--- src/rtl/vroom_axi_pkg.sv ---
// Shared AXI constants and the scan-out DMA state encoding.
package vroom_axi_pkg;

  localparam logic [2:0] AXI_SIZE_4B    = 3'b010;
  localparam logic [1:0] AXI_BURST_INCR = 2'b01;
  localparam logic [1:0] AXI_RESP_OKAY  = 2'b00;

  typedef enum logic [1:0] {
    IDLE,
    ADDR,
    DATA,
    DRAIN
  } dma_state_e;

endpackage

--- src/rtl/sync_fifo.sv ---
// Single-clock first-word-fall-through FIFO with synchronous flush.
module sync_fifo #(
  parameter  int WIDTH = 32,
  parameter  int DEPTH = 64,
  localparam int AW    = $clog2(DEPTH)
) (
  input  logic             clk,
  input  logic             rst,
  input  logic             flush,
  input  logic             push,
  input  logic [WIDTH-1:0] wr_data,
  input  logic             pop,
  output logic [WIDTH-1:0] rd_data,
  output logic [AW:0]      count,
  output logic             empty,
  output logic             full
);

  logic [WIDTH-1:0] mem_q [DEPTH];
  logic [AW-1:0]    wr_ptr_q, wr_ptr_d;
  logic [AW-1:0]    rd_ptr_q, rd_ptr_d;
  logic [AW:0]      count_q, count_d;
  logic             do_push, do_pop;

  assign empty   = (count_q == '0);
  assign full    = (count_q == (AW+1)'(DEPTH));
  assign count   = count_q;
  assign do_push = push && !full;
  assign do_pop  = pop && !empty;
  assign rd_data = empty ? '0 : mem_q[rd_ptr_q];

  // NOTE: every always_comb output gets a default first so no path can infer a latch.
  always_comb begin
    wr_ptr_d = wr_ptr_q;
    rd_ptr_d = rd_ptr_q;
    count_d  = count_q;
    if (flush) begin
      wr_ptr_d = '0;
      rd_ptr_d = '0;
      count_d  = '0;
    end else begin
      if (do_push) wr_ptr_d = wr_ptr_q + 1'b1;
      if (do_pop)  rd_ptr_d = rd_ptr_q + 1'b1;
      if (do_push && !do_pop)      count_d = count_q + 1'b1;
      else if (do_pop && !do_push) count_d = count_q - 1'b1;
    end
  end

  // NOTE: sequential state uses non-blocking assignments so all flops update together.
  always_ff @(posedge clk or posedge rst) begin
    if (rst) begin
      wr_ptr_q <= '0;
      rd_ptr_q <= '0;
      count_q  <= '0;
    end else begin
      wr_ptr_q <= wr_ptr_d;
      rd_ptr_q <= rd_ptr_d;
      count_q  <= count_d;
    end
  end

  // NOTE: storage is deliberately not reset; empty gates rd_data so stale words never leak out.
  always_ff @(posedge clk) begin
    if (do_push && !flush) mem_q[wr_ptr_q] <= wr_data;
  end

endmodule

--- src/rtl/frmbuf_scanout_dma.sv ---
// AXI4 read burst master that streams a linear framebuffer into a FWFT FIFO
// feeding the pixel stage; frame_start drains any open burst and restarts at BASE_ADDR.
module frmbuf_scanout_dma
  import vroom_axi_pkg::*;
#(
  parameter logic [31:0] BASE_ADDR   = 32'hC000_0000,
  parameter int          FRAME_WORDS = 196608,
  parameter int          BURST_LEN   = 16,
  parameter int          FIFO_DEPTH  = 64
) (
  input  logic        clk,
  input  logic        rst,
  input  logic        enable,
  input  logic        frame_start,
  output logic        m_axi_arvalid,
  input  logic        m_axi_arready,
  output logic [31:0] m_axi_araddr,
  output logic [7:0]  m_axi_arlen,
  output logic [2:0]  m_axi_arsize,
  output logic [1:0]  m_axi_arburst,
  input  logic        m_axi_rvalid,
  output logic        m_axi_rready,
  input  logic        m_axi_rlast,
  input  logic [31:0] m_axi_rdata,
  input  logic [1:0]  m_axi_rresp,
  output logic        pix_valid,
  input  logic        pix_ready,
  output logic [31:0] pix_data,
  output logic        underflow,
  output logic        rd_err
);

  localparam int OFF_W = $clog2(FRAME_WORDS) + 1;
  localparam int CNT_W = $clog2(FIFO_DEPTH) + 1;

  dma_state_e       state_q, state_d;
  logic [OFF_W-1:0] offset_q, offset_d;
  logic             pend_q, pend_d;
  logic             underflow_q, underflow_d;
  logic             rd_err_q, rd_err_d;

  logic             fifo_flush, fifo_push, fifo_pop;
  logic             fifo_empty, fifo_full;
  logic [CNT_W-1:0] fifo_count;
  logic [CNT_W-1:0] free_slots;
  logic             room, beat;
  logic [OFF_W-1:0] off_inc, off_next;

  assign free_slots = CNT_W'(FIFO_DEPTH) - fifo_count;
  assign room       = (free_slots >= CNT_W'(BURST_LEN));
  assign beat       = m_axi_rvalid && m_axi_rready;
  assign off_inc    = offset_q + OFF_W'(BURST_LEN);
  assign off_next   = (off_inc >= OFF_W'(FRAME_WORDS)) ? '0 : off_inc;

  assign m_axi_arvalid = (state_q == ADDR);
  assign m_axi_araddr  = m_axi_arvalid ? (BASE_ADDR + (32'(offset_q) << 2)) : '0;
  assign m_axi_arlen   = 8'(BURST_LEN - 1);
  assign m_axi_arsize  = AXI_SIZE_4B;
  assign m_axi_arburst = AXI_BURST_INCR;
  assign m_axi_rready  = (state_q == DATA) || (state_q == DRAIN);

  assign fifo_push = beat && (state_q == DATA) && !fifo_full;
  assign fifo_pop  = pix_ready;
  assign pix_valid = !fifo_empty;
  assign underflow = underflow_q;
  assign rd_err    = rd_err_q;

  always_comb begin
    state_d    = state_q;
    offset_d   = offset_q;
    pend_d     = pend_q;
    fifo_flush = 1'b0;
    case (state_q)
      IDLE: begin
        if (frame_start) begin
          offset_d   = '0;
          fifo_flush = 1'b1;
        end
        // After a flush the whole FIFO is free, so frame_start also satisfies the room check.
        if (enable && (frame_start || room)) state_d = ADDR;
      end
      ADDR: begin
        if (m_axi_arready) begin
          state_d = (pend_q || frame_start) ? DRAIN : DATA;
          pend_d  = 1'b0;
        end else if (frame_start) begin
          pend_d = 1'b1;
        end
      end
      DATA: begin
        if (beat && m_axi_rlast) begin
          state_d = IDLE;
          if (frame_start) begin
            offset_d   = '0;
            fifo_flush = 1'b1;
          end else begin
            offset_d = off_next;
          end
        end else if (frame_start) begin
          state_d = DRAIN;
        end
      end
      DRAIN: begin
        if (beat && m_axi_rlast) begin
          state_d    = IDLE;
          offset_d   = '0;
          fifo_flush = 1'b1;
        end
      end
      default: state_d = IDLE;
    endcase
  end

  always_comb begin
    underflow_d = underflow_q | (pix_ready & fifo_empty & enable);
    rd_err_d    = rd_err_q | (beat & (m_axi_rresp != AXI_RESP_OKAY));
  end

  always_ff @(posedge clk or posedge rst) begin
    if (rst) begin
      state_q     <= IDLE;
      offset_q    <= '0;
      pend_q      <= 1'b0;
      underflow_q <= 1'b0;
      rd_err_q    <= 1'b0;
    end else begin
      state_q     <= state_d;
      offset_q    <= offset_d;
      pend_q      <= pend_d;
      underflow_q <= underflow_d;
      rd_err_q    <= rd_err_d;
    end
  end

  sync_fifo #(
    .WIDTH (32),
    .DEPTH (FIFO_DEPTH)
  ) u_fifo (
    .clk     (clk),
    .rst     (rst),
    .flush   (fifo_flush),
    .push    (fifo_push),
    .wr_data (m_axi_rdata),
    .pop     (fifo_pop),
    .rd_data (pix_data),
    .count   (fifo_count),
    .empty   (fifo_empty),
    .full    (fifo_full)
  );

endmodule
--- config.mk ---
export PLATFORM = sky130hd
export DESIGN_NAME = frmbuf_scanout_dma
export DESIGN_NICKNAME = d
export VERILOG_FILES = /design/src/rtl/vroom_axi_pkg.sv /design/src/rtl/sync_fifo.sv /design/src/rtl/frmbuf_scanout_dma.sv
export SDC_FILE = /design/constraint.sdc
export NUM_CORES = 2
export LEC_CHECK = 0
export CORE_MARGIN = 3
export CORE_UTILIZATION = 40
export CTS_BUF_LIST = sky130_fd_sc_hd__clkbuf_4
export CTS_CLUSTER_DIAMETER = 80
export CTS_CLUSTER_SIZE = 12
export DETAILED_ROUTE_END_ITERATION = 16
export GPL_TIMING_DRIVEN = 0
export MAX_ROUTING_LAYER = met4
export PLACE_DENSITY = 0.59
export REMOVE_ABC_BUFFERS = 1
export SYNTH_ARGS = -nofsm -noshare
export SYNTH_HDL_FRONTEND = slang
export SYNTH_HIERARCHICAL = 1
export SYNTH_SLANG_ARGS = --single-unit
export TNS_END_PERCENT = 10
--- constraint.sdc ---
create_clock -name clk -period 3.45 [get_ports clk]
set_input_delay 0.69 -clock clk [delete_from_list [all_inputs] [get_ports clk]]
set_output_delay 0.69 -clock clk [all_outputs]
set_load 0.005 [all_outputs]
==> summary.md <==
| Metric | Value |
|---|---|
| Vias in the first global route | `39,900` |
| CTS tree | `yes` |
| Synth cell types | `63` |
| Worst setup SP type | `register` |
| Crit path capture type | `output pin` |
| Hpwl dp | `122,000 um` |
| First-pass GRT wire length | `305,000 um` |
| Mapped Cells | `3,645` |
| Final Hold Violating Endpoints | `0` |
| Crit Path Class | `register to output pin` |
| Clock skew | `60.6 ps` |
| Slew Limit Headroom | `0.318` |
| Design area | `95,200 um^2` |
| Smallest setup slack after layout | `-1350 ps` |
| XOR/XNOR Fraction of Synth Area | `0.00152` |
| Post-synth ARST share | `0.0187` |
| Post-synth EDFFs | `2,048` |
| GRT Overall Usage | `0.214` |
| Seq/Total Area, Yosys | `0.774` |
| Filler cells | `16,000` |
| Hold Startpoint | `m_axi_rvalid` |
| CTS clock-pin slew for the worst setup and hold paths | `140 ps` |
| Crit Reg-Reg Endpoint | `u_fifo/mem_q[46][18]` |
| Synth Warn # | `6` |
| VDD IR max | `0.365 mV` |
| H-tree levels | `4` |
| Fmax | `208 MHz` |
| Synth Cell Area | `80,700 um^2` |
| Total grt overflow | `0` |
| Hold depth | `3` |
| Initial antenna violation count | `7` |
| Simple-gate share of the synthesized area | `0.0194` |
| Period utilization | `1.39` |
| Slew at the pin closest to its max-slew limit | `1020 ps` |
| FF-to-FF path depth | `8` |
| Dpl cell area | `87,900 um^2` |
| CTS root buffer | `clkbuf_4` |
| Core ar. | `200,000 um^2` |
| RSZ-0062 raised after global routing | `yes` |
| Pleak | `29.7 nW` |
| Failing checks | `negative setup slack` |
| Rows | `164` |
| Largest net degree at the start of global routing | `61` |
| Number of port buffers | `95` |
| Gp weighted congestion | `0.741` |
| Detailed Routing Iterations Pass 1 | `5` |
| Die height | `455 um` |
| Final #Nets | `4,262` |
| Drt first-iter violations | `4,739` |
| Mux cell area share after synthesis | `0.161` |
| Tot Pwr | `61.1 mW` |
| Status | `complete, but fails checks` |
| Cell Pwr Density | `642 nW/um^2` |
| Final Max Slew Viols | `0` |
| Clk_lat worst skew | `1290 ps` |
| Synth Flop Type | `edfxtp_1` |
| CTS Buf Count | `193` |
| Final setup violating endpoints | `316` |
| P&R area growth vs syn | `18.0%` |
| Initial Util | `0.403` |
| Routed vias | `40,400` |
| Drt total wl | `217,000 um` |
| Routed Antenna Nets | `0` |
| Tmin final | `4800 ps` |
| Final core occ | `0.476` |
| Worst EP required | `2760 ps` |
| Register bit count reported by yosys | `2,087` |
| Hold crit path type | `input port to register` |
| # clock sinks | `2,087` |
| Hold worst-path end | `state_q[1]` |
| Syn Area/Cell | `22.1 um^2` |
| Routed length per placed instance | `31.4 um` |
| Compound-Gate Fraction of Synth Area | `0.0260` |
| Share of layout cells above drive strength 1 | `0.365` |
| Synth Area in Adders | `0.00180` |
| Max FO, Critical Path | `7` |
| Die X | `455 um` |
| Largest family of logic cells by synthesized area | `multiplexers` |
| Die ar. | `207,000 um^2` |
| Reg2Reg Launch Point | `state_q[0]` |
| Setup tns final | `-77,490 ps` |
| Io pins | `124` |
| Worst reg2reg setup slack | `-300 ps` |
| Post-route DRC | `0` |
| MaxCap Viol Count | `0` |
| Via/cell ratio | `5.84` |
| CP arrival | `4110 ps` |
| Max clock buf depth | `3` |
[cells by family (layout without fill, tap and decap cells)]
logic type	count (synthesis)	in the layout
multiplexers	651	651
AO/OA/AOI/OAI	302	302
buffers and inverters	237	812
XOR/XNOR	14	14
flip-flops	2087	2087
AND/OR/NAND/NOR	341	342
other	2	37
adder cells (fa/ha/maj)	11	11
[layer usage]
metal  routed length (um)  GRT usage
met3                16400     0.0355
met1                86200      0.284
met4                 5970     0.0594
met2               108000      0.346
met5                    0          -
[cell usage after synthesis (5+ instances only)]
library cell | number | area (um^2)
a21oi_1 | 45 | 225
a221oi_1 | 67 | 587
a22o_1 | 10 | 87.6
a22oi_1 | 59 | 443
a31oi_1 | 22 | 138
and2_1 | 20 | 125
and3_1 | 8 | 50.1
buf_1 | 12 | 45.0
buf_2 | 92 | 460
buf_4 | 53 | 398
buf_6 | 7 | 78.8
clkbuf_1 | 62 | 233
dfrtp_1 | 39 | 976
edfxtp_1 | 2048 | 61500
ha_1 | 10 | 125
inv_1 | 10 | 37.5
mux2i_1 | 128 | 1280
mux4_2 | 520 | 11700
nand2_1 | 108 | 405
nand3_1 | 13 | 65.1
nand3b_1 | 5 | 37.5
nor2_1 | 133 | 499
nor2b_1 | 14 | 87.6
nor3_1 | 11 | 55.1
o21ai_0 | 59 | 295
o31ai_1 | 12 | 90.1
xor2_1 | 10 | 87.6
[flip-flops by register name, summed over array words and instances (netlist names)]
| signal | count |
|---|---|
| u_fifo/mem_q | 2048 |
| pend_q | 1 |
| u_fifo/wr_ptr_q | 6 |
| u_fifo/count | 7 |
| underflow | 1 |
| rd_err | 1 |
| u_fifo/rd_ptr_q | 6 |
| state_q | 2 |
| offset_q | 15 |
[cell usage in the layout, fill, tap and decap left out, types with 9 or more instances in the layout]
master / count
diode_2: 9
edfxtp_1: 2048
mux4_2: 520
clkbuf_4: 225
a21oi_2: 20
a22oi_1: 21
dlygate4sd3_1: 40
o21ai_0: 35
conb_1: 28
buf_12: 139
a221oi_1: 38
a31oi_4: 13
buf_8: 13
dfrtp_1: 27
nand2_1: 89
nor2_1: 32
buf_16: 90
ha_1: 10
nand2_2: 13
o21ai_1: 24
buf_2: 53
buf_4: 146
nor2b_1: 9
a22oi_2: 38
clkdlybuf4s50_1: 30
and2_1: 18
a22o_1: 9
xor2_1: 10
buf_6: 25
a221oi_2: 25
a21oi_1: 20
bufbuf_16: 23
nor2_4: 87
mux2i_1: 122
nor2_2: 14
o31ai_1: 12
nand3_1: 11
[final cells by class]
cell class,count,area (um^2),area share
diodes,9,22.5,0.000237
repair buffers,568,8650,0.0908
well taps,2656,3320,0.0349
flip-flops and latches,2087,62500,0.656
inverters,11,45.0,0.000473
multi-input cells,1348,18900,0.198
clock inverters,8,123,0.00129
clock buffers,225,1690,0.0177
[power breakdown]
group / switching [mW] / internal (mW)
clock network: 7.57 / 3.21
registers: 0.232 / 28.0
logic: 10.5 / 11.6
total: 18.3 / 42.8
[worst max-delay path: stages (launching register included)]
cell,delay (ps)
dfrtp_4,540
buf_16,170
buf_16,140
buf_16,130
buf_16,150
buf_12,130
buf_16,140
buf_8,120
mux4_2,420
a211oi_2,250
a211oi_2,80
a31oi_4,290
a21oi_4,90
buf_2,170
[worst max path at each step]
stage | start | to | depth (start not counted)
floorplan | u_fifo/rd_ptr_q[0] | pix_data[28] | 5
finish | u_fifo/rd_ptr_q[0] | pix_data[27] | 13
global placement | u_fifo/rd_ptr_q[0] | pix_data[9] | 5
detailed placement | u_fifo/rd_ptr_q[0] | pix_data[3] | 11
global route | u_fifo/rd_ptr_q[0] | pix_data[27] | 13
CTS | u_fifo/rd_ptr_q[0] | pix_data[27] | 13
[per-stage QoR]
stage | instances | setup slack, ps | hold slack, ps
floorplan | 3445 | -17020 | 466
global placement | 6196 | -27920 | 448
detailed placement | 6353 | -2230 | 457
CTS | 6819 | -1610 | 3.50
global route | 6911 | -1560 | 149
finish | 6912 | -1350 | 217
[repair_timing]
| item | CTS | global route |
|---|---|---|
| pin swaps | 123 | 75 |
| cloned | 47 | 2 |
| endpoints found under the hold margin | 2058 | 0 |
| buffers inserted | 146 | 85 |
| endpoints found under the setup margin | 2102 | 2062 |
| gates resized for setup | 402 | 97 |
| hold buffers | 40 | 0 |
Power figures use the tool's default switching activity.
